--- config.mk ---
export PLATFORM = sky130hd
export DESIGN_NAME = seven_seg_reader
export DESIGN_NICKNAME = d
export VERILOG_FILES = /design/src/rtl/seven_seg_reader.sv
export SDC_FILE = /design/constraint.sdc
export NUM_CORES = 1
export LEC_CHECK = 0
export BUFFER_PORTS_ARGS = -buffer_cell sky130_fd_sc_hd__buf_2
export CAP_MARGIN = 20
export CORE_UTILIZATION = 56
export CTS_CLUSTER_DIAMETER = 200
export DETAILED_ROUTE_END_ITERATION = 10
export PLACE_DENSITY = 0.78
export SLEW_MARGIN = 20
export SYNTH_ARGS = -nofsm -noshare
export SYNTH_HDL_FRONTEND = slang
export SYNTH_SLANG_ARGS = --single-unit
--- constraint.sdc ---
create_clock -name clk -period 2.7 [get_ports clk]
set_input_delay 0.27 -clock clk [delete_from_list [all_inputs] [get_ports clk]]
set_output_delay 0.27 -clock clk [all_outputs]
set_load 0.01 [all_outputs]
--- src/rtl/seven_seg_reader.sv ---
// Snoops a multiplexed 7-segment bus and recovers the BCD value shown at each digit.
// Define SEVEN_SEG_READER_ACTIVE_LOW_EN for common-anode boards (seg/an inverted on entry).
module seven_seg_reader #(
    parameter int NUM_DIGITS    = 4,
    parameter int STABLE_CYCLES = 4
) (
    input  logic                    clk,
    input  logic                    rst,
    input  logic [6:0]              seg,
    input  logic [NUM_DIGITS-1:0]   an,
    input  logic                    err_clr,
    output logic [4*NUM_DIGITS-1:0] digits,
    output logic [NUM_DIGITS-1:0]   digit_valid,
    output logic                    upd,
    output logic [2:0]              upd_idx,
    output logic                    frame_done,
    output logic                    err
);

    localparam int         W      = NUM_DIGITS + 7;
    localparam logic [7:0] STABLE = 8'(STABLE_CYCLES);

    logic [W-1:0]            in_word;
    logic [W-1:0]            sample_reg;
    logic [W-1:0]            prev_reg;
    logic [NUM_DIGITS-1:0]   an_s;
    logic [6:0]              seg_s;
    logic                    one_hot;
    logic [7:0]              cnt_reg;
    logic [7:0]              cnt_next;
    logic                    captured_reg;
    logic                    captured_next;
    logic                    capture;
    logic [3:0]              dec_val;
    logic                    dec_valid;
    logic                    dec_bad;
    logic [2:0]              idx_next;
    logic [NUM_DIGITS-1:0]   seen_reg;
    logic [NUM_DIGITS-1:0]   seen_or;
    logic                    frame_full;
    logic                    upd_reg;
    logic [2:0]              upd_idx_reg;
    logic                    frame_done_reg;
    logic                    err_reg;
    logic [3:0]              digit_reg [NUM_DIGITS];
    logic [NUM_DIGITS-1:0]   valid_reg;

`ifdef SEVEN_SEG_READER_ACTIVE_LOW_EN
    assign in_word = ~{an, seg};
`else
    assign in_word = {an, seg};
`endif

    assign an_s    = sample_reg[W-1:7];
    assign seg_s   = sample_reg[6:0];
    assign one_hot = (an_s != '0) && ((an_s & (an_s - NUM_DIGITS'(1))) == '0);

    // Counter tracks how long the registered pattern has matched its predecessor.
    always_comb begin
        cnt_next = cnt_reg;
        if ((sample_reg != prev_reg) || !one_hot) begin
            cnt_next = '0;
        end else if (cnt_reg != STABLE) begin
            cnt_next = cnt_reg + 8'd1;
        end
    end

    // The captured flag re-arms only when the pattern breaks, so a long hold captures once.
    assign capture       = (cnt_next == STABLE) && !captured_reg;
    assign captured_next = (cnt_next == '0) ? 1'b0 : (captured_reg | capture);

    always_comb begin
        dec_val   = 4'hE;
        dec_valid = 1'b0;
        dec_bad   = 1'b1;
        case (seg_s)
            7'b1111110: begin dec_val = 4'd0; dec_valid = 1'b1; dec_bad = 1'b0; end
            7'b0110000: begin dec_val = 4'd1; dec_valid = 1'b1; dec_bad = 1'b0; end
            7'b1101101: begin dec_val = 4'd2; dec_valid = 1'b1; dec_bad = 1'b0; end
            7'b1111001: begin dec_val = 4'd3; dec_valid = 1'b1; dec_bad = 1'b0; end
            7'b0110011: begin dec_val = 4'd4; dec_valid = 1'b1; dec_bad = 1'b0; end
            7'b1011011: begin dec_val = 4'd5; dec_valid = 1'b1; dec_bad = 1'b0; end
            7'b1011111: begin dec_val = 4'd6; dec_valid = 1'b1; dec_bad = 1'b0; end
            7'b1110000: begin dec_val = 4'd7; dec_valid = 1'b1; dec_bad = 1'b0; end
            7'b1111111: begin dec_val = 4'd8; dec_valid = 1'b1; dec_bad = 1'b0; end
            7'b1111011: begin dec_val = 4'd9; dec_valid = 1'b1; dec_bad = 1'b0; end
            7'b0000000: begin dec_val = 4'hF; dec_valid = 1'b0; dec_bad = 1'b0; end
            default:    begin dec_val = 4'hE; dec_valid = 1'b0; dec_bad = 1'b1; end
        endcase
    end

    always_comb begin
        idx_next = '0;
        for (int i = 0; i < NUM_DIGITS; i++) begin
            if (an_s[i]) begin
                idx_next = 3'(i);
            end
        end
    end

    assign seen_or    = seen_reg | an_s;
    assign frame_full = &seen_or;

    always_ff @(posedge clk) begin
        if (rst) begin
            sample_reg     <= '0;
            prev_reg       <= '0;
            cnt_reg        <= '0;
            captured_reg   <= 1'b0;
            seen_reg       <= '0;
            upd_reg        <= 1'b0;
            upd_idx_reg    <= '0;
            frame_done_reg <= 1'b0;
            err_reg        <= 1'b0;
        end else begin
            sample_reg     <= in_word;
            prev_reg       <= sample_reg;
            cnt_reg        <= cnt_next;
            captured_reg   <= captured_next;
            upd_reg        <= capture;
            frame_done_reg <= capture && frame_full;
            if (capture) begin
                upd_idx_reg <= idx_next;
                seen_reg    <= frame_full ? '0 : seen_or;
            end
            if (capture && dec_bad) begin
                err_reg <= 1'b1;
            end else if (err_clr) begin
                err_reg <= 1'b0;
            end
        end
    end

    generate
        for (genvar gi = 0; gi < NUM_DIGITS; gi++) begin : g_digit
            always_ff @(posedge clk) begin
                if (rst) begin
                    digit_reg[gi] <= 4'hF;
                    valid_reg[gi] <= 1'b0;
                end else if (capture && an_s[gi]) begin
                    digit_reg[gi] <= dec_val;
                    valid_reg[gi] <= dec_valid;
                end
            end
            assign digits[4*gi +: 4] = digit_reg[gi];
        end
    endgenerate

    assign digit_valid = valid_reg;
    assign upd         = upd_reg;
    assign upd_idx     = upd_idx_reg;
    assign frame_done  = frame_done_reg;
    assign err         = err_reg;

endmodule

### Yosys cells after proc, flatten, opt, wreduce, memory -nomap -nowiden

Memories as Yosys holds them, arrays and structs flattened.
Cells that the tools add are included.

| storage, ports and cells | value |
|---|---|
| logic and storage cells | 85 |
| memories | 1 |
| flip-flop bits (word level) | 45 |
| RAM bits | 16 |
| bits of input ports | 14 |
| output and inout port bits | 26 |

| cells by class | value |
|---|---|
| bitwise logic cells | 7 |
| $add $sub $neg | 2 |
| eq/ne operators | 13 |
| reductions and logical operators | 20 |
| multiplexer cells | 29 |

Memory list:

| name | depth | width | rd ports | clocked after memory_dff | wr ports | RTL line | source |
|---|---|---|---|---|---|---|---|
| digit_reg | 4 | 4 | 4 | 0 | 4 | 45 | `logic [3:0] digit_reg [NUM_DIGITS];` |

Operators with widths:

| cell | number |
|---|---|
| $eq A7 B7 Y1 const B | 8 |
| $pmux W4 S11 | 1 |
| $mux W4 | 5 |
| $mux W1 | 19 |
| $mux W8 | 2 |
| $eq A7 B6 Y1 const B | 2 |
| $ne A11 B11 Y1 | 1 |
| $reduce_or A11 Y1 | 1 |
| $reduce_or A10 Y1 | 1 |
| $add A8 B1 Y8 const B | 1 |
| $eq A8 B3 Y1 const B | 1 |
| $logic_and A1 B1 Y1 | 8 |
| $logic_not A8 Y1 | 1 |
| $ne A8 B3 Y1 const B | 1 |
| $logic_not A7 Y1 | 1 |
| $mux W3 | 2 |
| $or A1 B1 Y1 | 5 |
| $and A4 B4 Y4 | 1 |
| $logic_not A4 Y1 | 1 |
| $or A4 B4 Y4 | 1 |
| $reduce_and A4 Y1 | 1 |
| $reduce_bool A4 Y1 | 1 |
| $sub A4 B1 Y4 const B | 1 |
| $logic_not A1 Y1 | 2 |
| 3 further kinds | 3 |

### Longest topological paths before layout

| depth | value |
|---|---|
| depth in word-level cells | 14 |
| depth in mapped cells | 10 |
| gate-level depth less buffers | 7 |

### Worst setup path after synthesis

OpenSTA, ideal clock, no wires.

| timing path | value |
|---|---|
| path type | flip-flop to flip-flop |
| start | reg cnt_reg[1] |
| end | mem digit_reg[0][0] (enable) |
| data required time | 2.339 ns |
| path buffers | 1 |
| library setup time | 0.361 ns |
| arrival | 1.983 ns |
| stages on the path, launching flop included | 9 |
| path slack | 0.356 ns |
| period minus slack after synthesis | 2.344 ns |
| path through | dfxtp_1 > clkbuf_1 > inv_1 > ha_1 > nand4_2 > nand3b_1 > o32ai_4 > nand2_1 > o21ai_0 |

RTL lines:

| element | RTL line | source |
|---|---|---|
| start, declared | 29 | `logic [7:0] cnt_reg;` |
| start signal, assigned | 118 | `cnt_reg <= cnt_next;` |
| end, declared | 45 |  |

==> reports/metrics.yaml <==
critical_path:
  slowest_delay_ps: 540
  worst_reg_to_reg_path_cell_count: 8
  crit_start: "cnt_reg[0]"
  cp-start-kind: "flip-flop"
  crit_chain: "ha_1 > nand3_1 > mux2_2 > a21oi_2 > nor2_2 > nand2_1 > o21ai_0 > buf_4"
  nature_of_the_critical_path_endpoint: "flip-flop"
  critical_path_class: "reg2reg"
  timing.critical_path.arrival_ps: 2430
  path_max_fanout: 10
  reg2reg_from: "cnt_reg[0]"
  library_cell_contributing_the_largest_single_delay_on_the_critical_path: "dfxtp_1"
  worstPathRequired_ps: 2760
power_and_ir_drop:
  design_power_total_mw: 1.89
  power.clock.fraction_pct: 44.4
  switching_share_pct: 21.4
  p_leak_nw: 1.15
  ir_worst_vdd_v: 0.000491
  comb_power_share_pct: 4.9
  power.density_cell_area_nw_per_um2: 600
  share_seq_of_total_power_pct: 50.7
  internal_power_mw: 1.49
  psw_mw: 0.406
route:
  ant_nets: 0
  drt_drc: 0
  detail_route.iter0.violations: 117
  wirelength_um: 4920
  vias: 2085
  post_drt_via_cell_ratio: 5.59
  route.detailed.wl_per_inst_um: 13.2
  drtPass1Iterations: 4
flow_run:
  cap_violations: 0
sta:
  hold_violations: 0
  slew_headroom_pct: 62.5
  worst_clock_skew_ps: 7.21
  number_of_max_slew_violations_in_the_final_report: 0
  tns_setup_ps: 0
  worst_slew_pin_slew_ps: 558
  clock.fmax_mhz: 421
  rsz0062_at_grt: "no"
  finalSetupViolCount: 0
  finalCritPeriodShare_pct: 88.1
  final.min_clock_period_ps: 2380
logic_synthesis:
  synth.lib_cells_used.distinct: 52
  synth_enable_flop_cells: 16
  number_of_nets_produced_by_synthesis: 294
  synth_top_area_cell: "dfxtp_1"
  yosysTopAreaCellShare_pct: 32.4
  cell_count_after_synthesis: 278
  synthArstFlopShare_pct: 0
  synthesis.yosys.warnings: 0
  synth_seq_cells: 60
  syn-cell-area_um2: 2720
  synth.avg_cell_area_um2: 9.78
  synth.yosys.seq_area_share_pct: 50.0
  dominantRegCellSynth: "dfxtp_1"
  largest_cells_by_area_after_synthesis: "dfxtp_1 32%, edfxtp_1 18%, nor2b_1 5.7%, nand3_1 4.4%, nor2_1 3.6%"
hold_path:
  hold_class: "in2reg"
  worst_hold_startpoint: "an[0]"
  timing.hold.worst_path_depth: 2
clocking:
  cts_max_path_buffers: 2
  cts-root-buf: "clkbuf_8"
  cts_tree: "yes"
  ctsResizeCount: 0
  numCtsBuffers: 9
  cts.htree.levels: 3
  cts_hold_repair.buffers: 0
  clk_pin_slew_worst_paths_ps: 70
  post-cts-setup-buffer-count: 0
  worstSkewPairLatency_ps: 330
  cts_sinks: 60
floorplan:
  floorplan.io_pins: 40
  rows: 24
  die_area_um2: 5140
  floorplan.initialDensity_pct: 60.4
  fp.dieH_um: 71.7
  chipWidth_um: 71.7
  fp.coreArea_um2: 4500
grt:
  antenna_violations_before_repair: 0
  grt_max_degree: 27
  globalRoute.totalOverflow: 0
  first_global_vias: 1861
  grt_use_total_pct: 21.1
  grt_first_pass_wirelength_um: 8230
place:
  placed_cell_count: 357
  place.detailed.hpwl_um: 3410
  place.gp.congestion: 0.784
  placement.io_buffers: 38
layout:
  drive_gt1_share_pct: 23.4
  post_layout_nonfiller_instances: 373
  area.growth.synth_to_final_pct: 16.0
  largest_register_ffs: 16
  antenna_cells_inserted: 0
  n_fill_cell: 352
  nets: 332
run_status:
  result_of_the_run: "finished, final reports clean"
cell type report:
type                    count  area, um2  area share [%]
clock buffers               9        124            3.93
repair buffers             52        295            9.36
well taps                  52       65.1            2.06
clock inverters             7       81.3            2.58
inverters                   9       33.8            1.07
multi-input cells         184       1190            37.9
flip-flops and latches     60       1360            43.1
kinds of logic after synthesis:
family	synth area share [%]
and+or+nand+nor	23.3
DFF	50.0
AOI/OAI and AO/OA	14.0
buffers and inverters	6.03
xor gates and xnor gates	5.15
adders and majority gates	0.920
other	0.138
muxes	0.414
per-stage QoR:
stage	setup slack (ps)	hold WS (ps)	instance area [um2]	utilization, %
after global routing	133	134	3160	70.1
after global placement	421	461	2950	65.5
final	322	138	3160	70.1
after floorplan	356	398	2720	-
after CTS	339	127	3160	70.1
after detailed placement	352	471	2950	65.5
worst max-delay path, delay by kind of cell, from the launching register on:
family | cells | cell delay (ps)
compound gates | 2 | 270
buf+inv | 1 | 160
flops | 1 | 540
simple gates | 3 | 560
mux | 1 | 280
fa+ha+maj | 1 | 270
metal layers:
layer | up-vias | global-route usage, % | wire [um]
met5 | - | 0 | 0
met4 | 0 | 8.50 | 40
met3 | 5 | 7.31 | 224
met2 | 53 | 33.3 | 2370
met1 | 970 | 26.7 | 2280
li1 | 1057 | - | -
worst paths after layout:
check | endpoint | slack, ps
worst max-delay path | digit_reg[2][1] | 320
worst min-delay path | sample_reg[7] | 140
worst min register to register | err | 470
worst max register to register | digit_reg[2][1] | 320
Yosys cell counts, types with 2 or more instances:
master / instances
dfxtp_1: 44
nor2_1: 26
nor2b_1: 25
nand3_1: 24
edfxtp_1: 16
nand2_1: 13
buf_2: 11
clkbuf_1: 9
inv_1: 9
xor2_1: 9
a21oi_1: 7
o21ai_0: 7
xnor2_1: 7
a41o_1: 6
nor3_1: 5
o22ai_1: 5
a41oi_1: 4
nand2b_1: 4
nand4_1: 4
o311a_1: 4
and2_1: 3
a31oi_1: 2
buf_4: 2
buf_6: 2
ha_1: 2
nor3_2: 2
cell usage in the layout (no fill, tap or decap), types with 3 or more instances in the layout:
master,synthesis,layout
a21oi_1,7,7
a41o_1,6,6
a41oi_1,4,4
and2_1,3,3
buf_2,11,38
buf_4,2,14
clkbuf_8,0,9
clkinv_1,0,3
dfxtp_1,44,44
edfxtp_1,16,16
inv_1,9,9
nand2_1,13,13
nand2b_1,4,4
nand3_1,24,24
nand4_1,4,4
nor2_1,26,26
nor2b_1,25,25
nor3_1,5,5
o21ai_0,7,7
o22ai_1,5,5
o311a_1,4,4
xnor2_1,7,7
xor2_1,9,9
power by group through the flow:
stage	Clock, mW	Sequential (mW)	Combinational [mW]
after floorplan	0	0.962	0.0801
after global placement	0	0.978	0.0917
after detailed placement	0	0.978	0.0930
after CTS	0.861	0.958	0.0939
after global routing	0.907	0.961	0.103
final	0.840	0.959	0.0932
(Power assumes the default switching activity.)
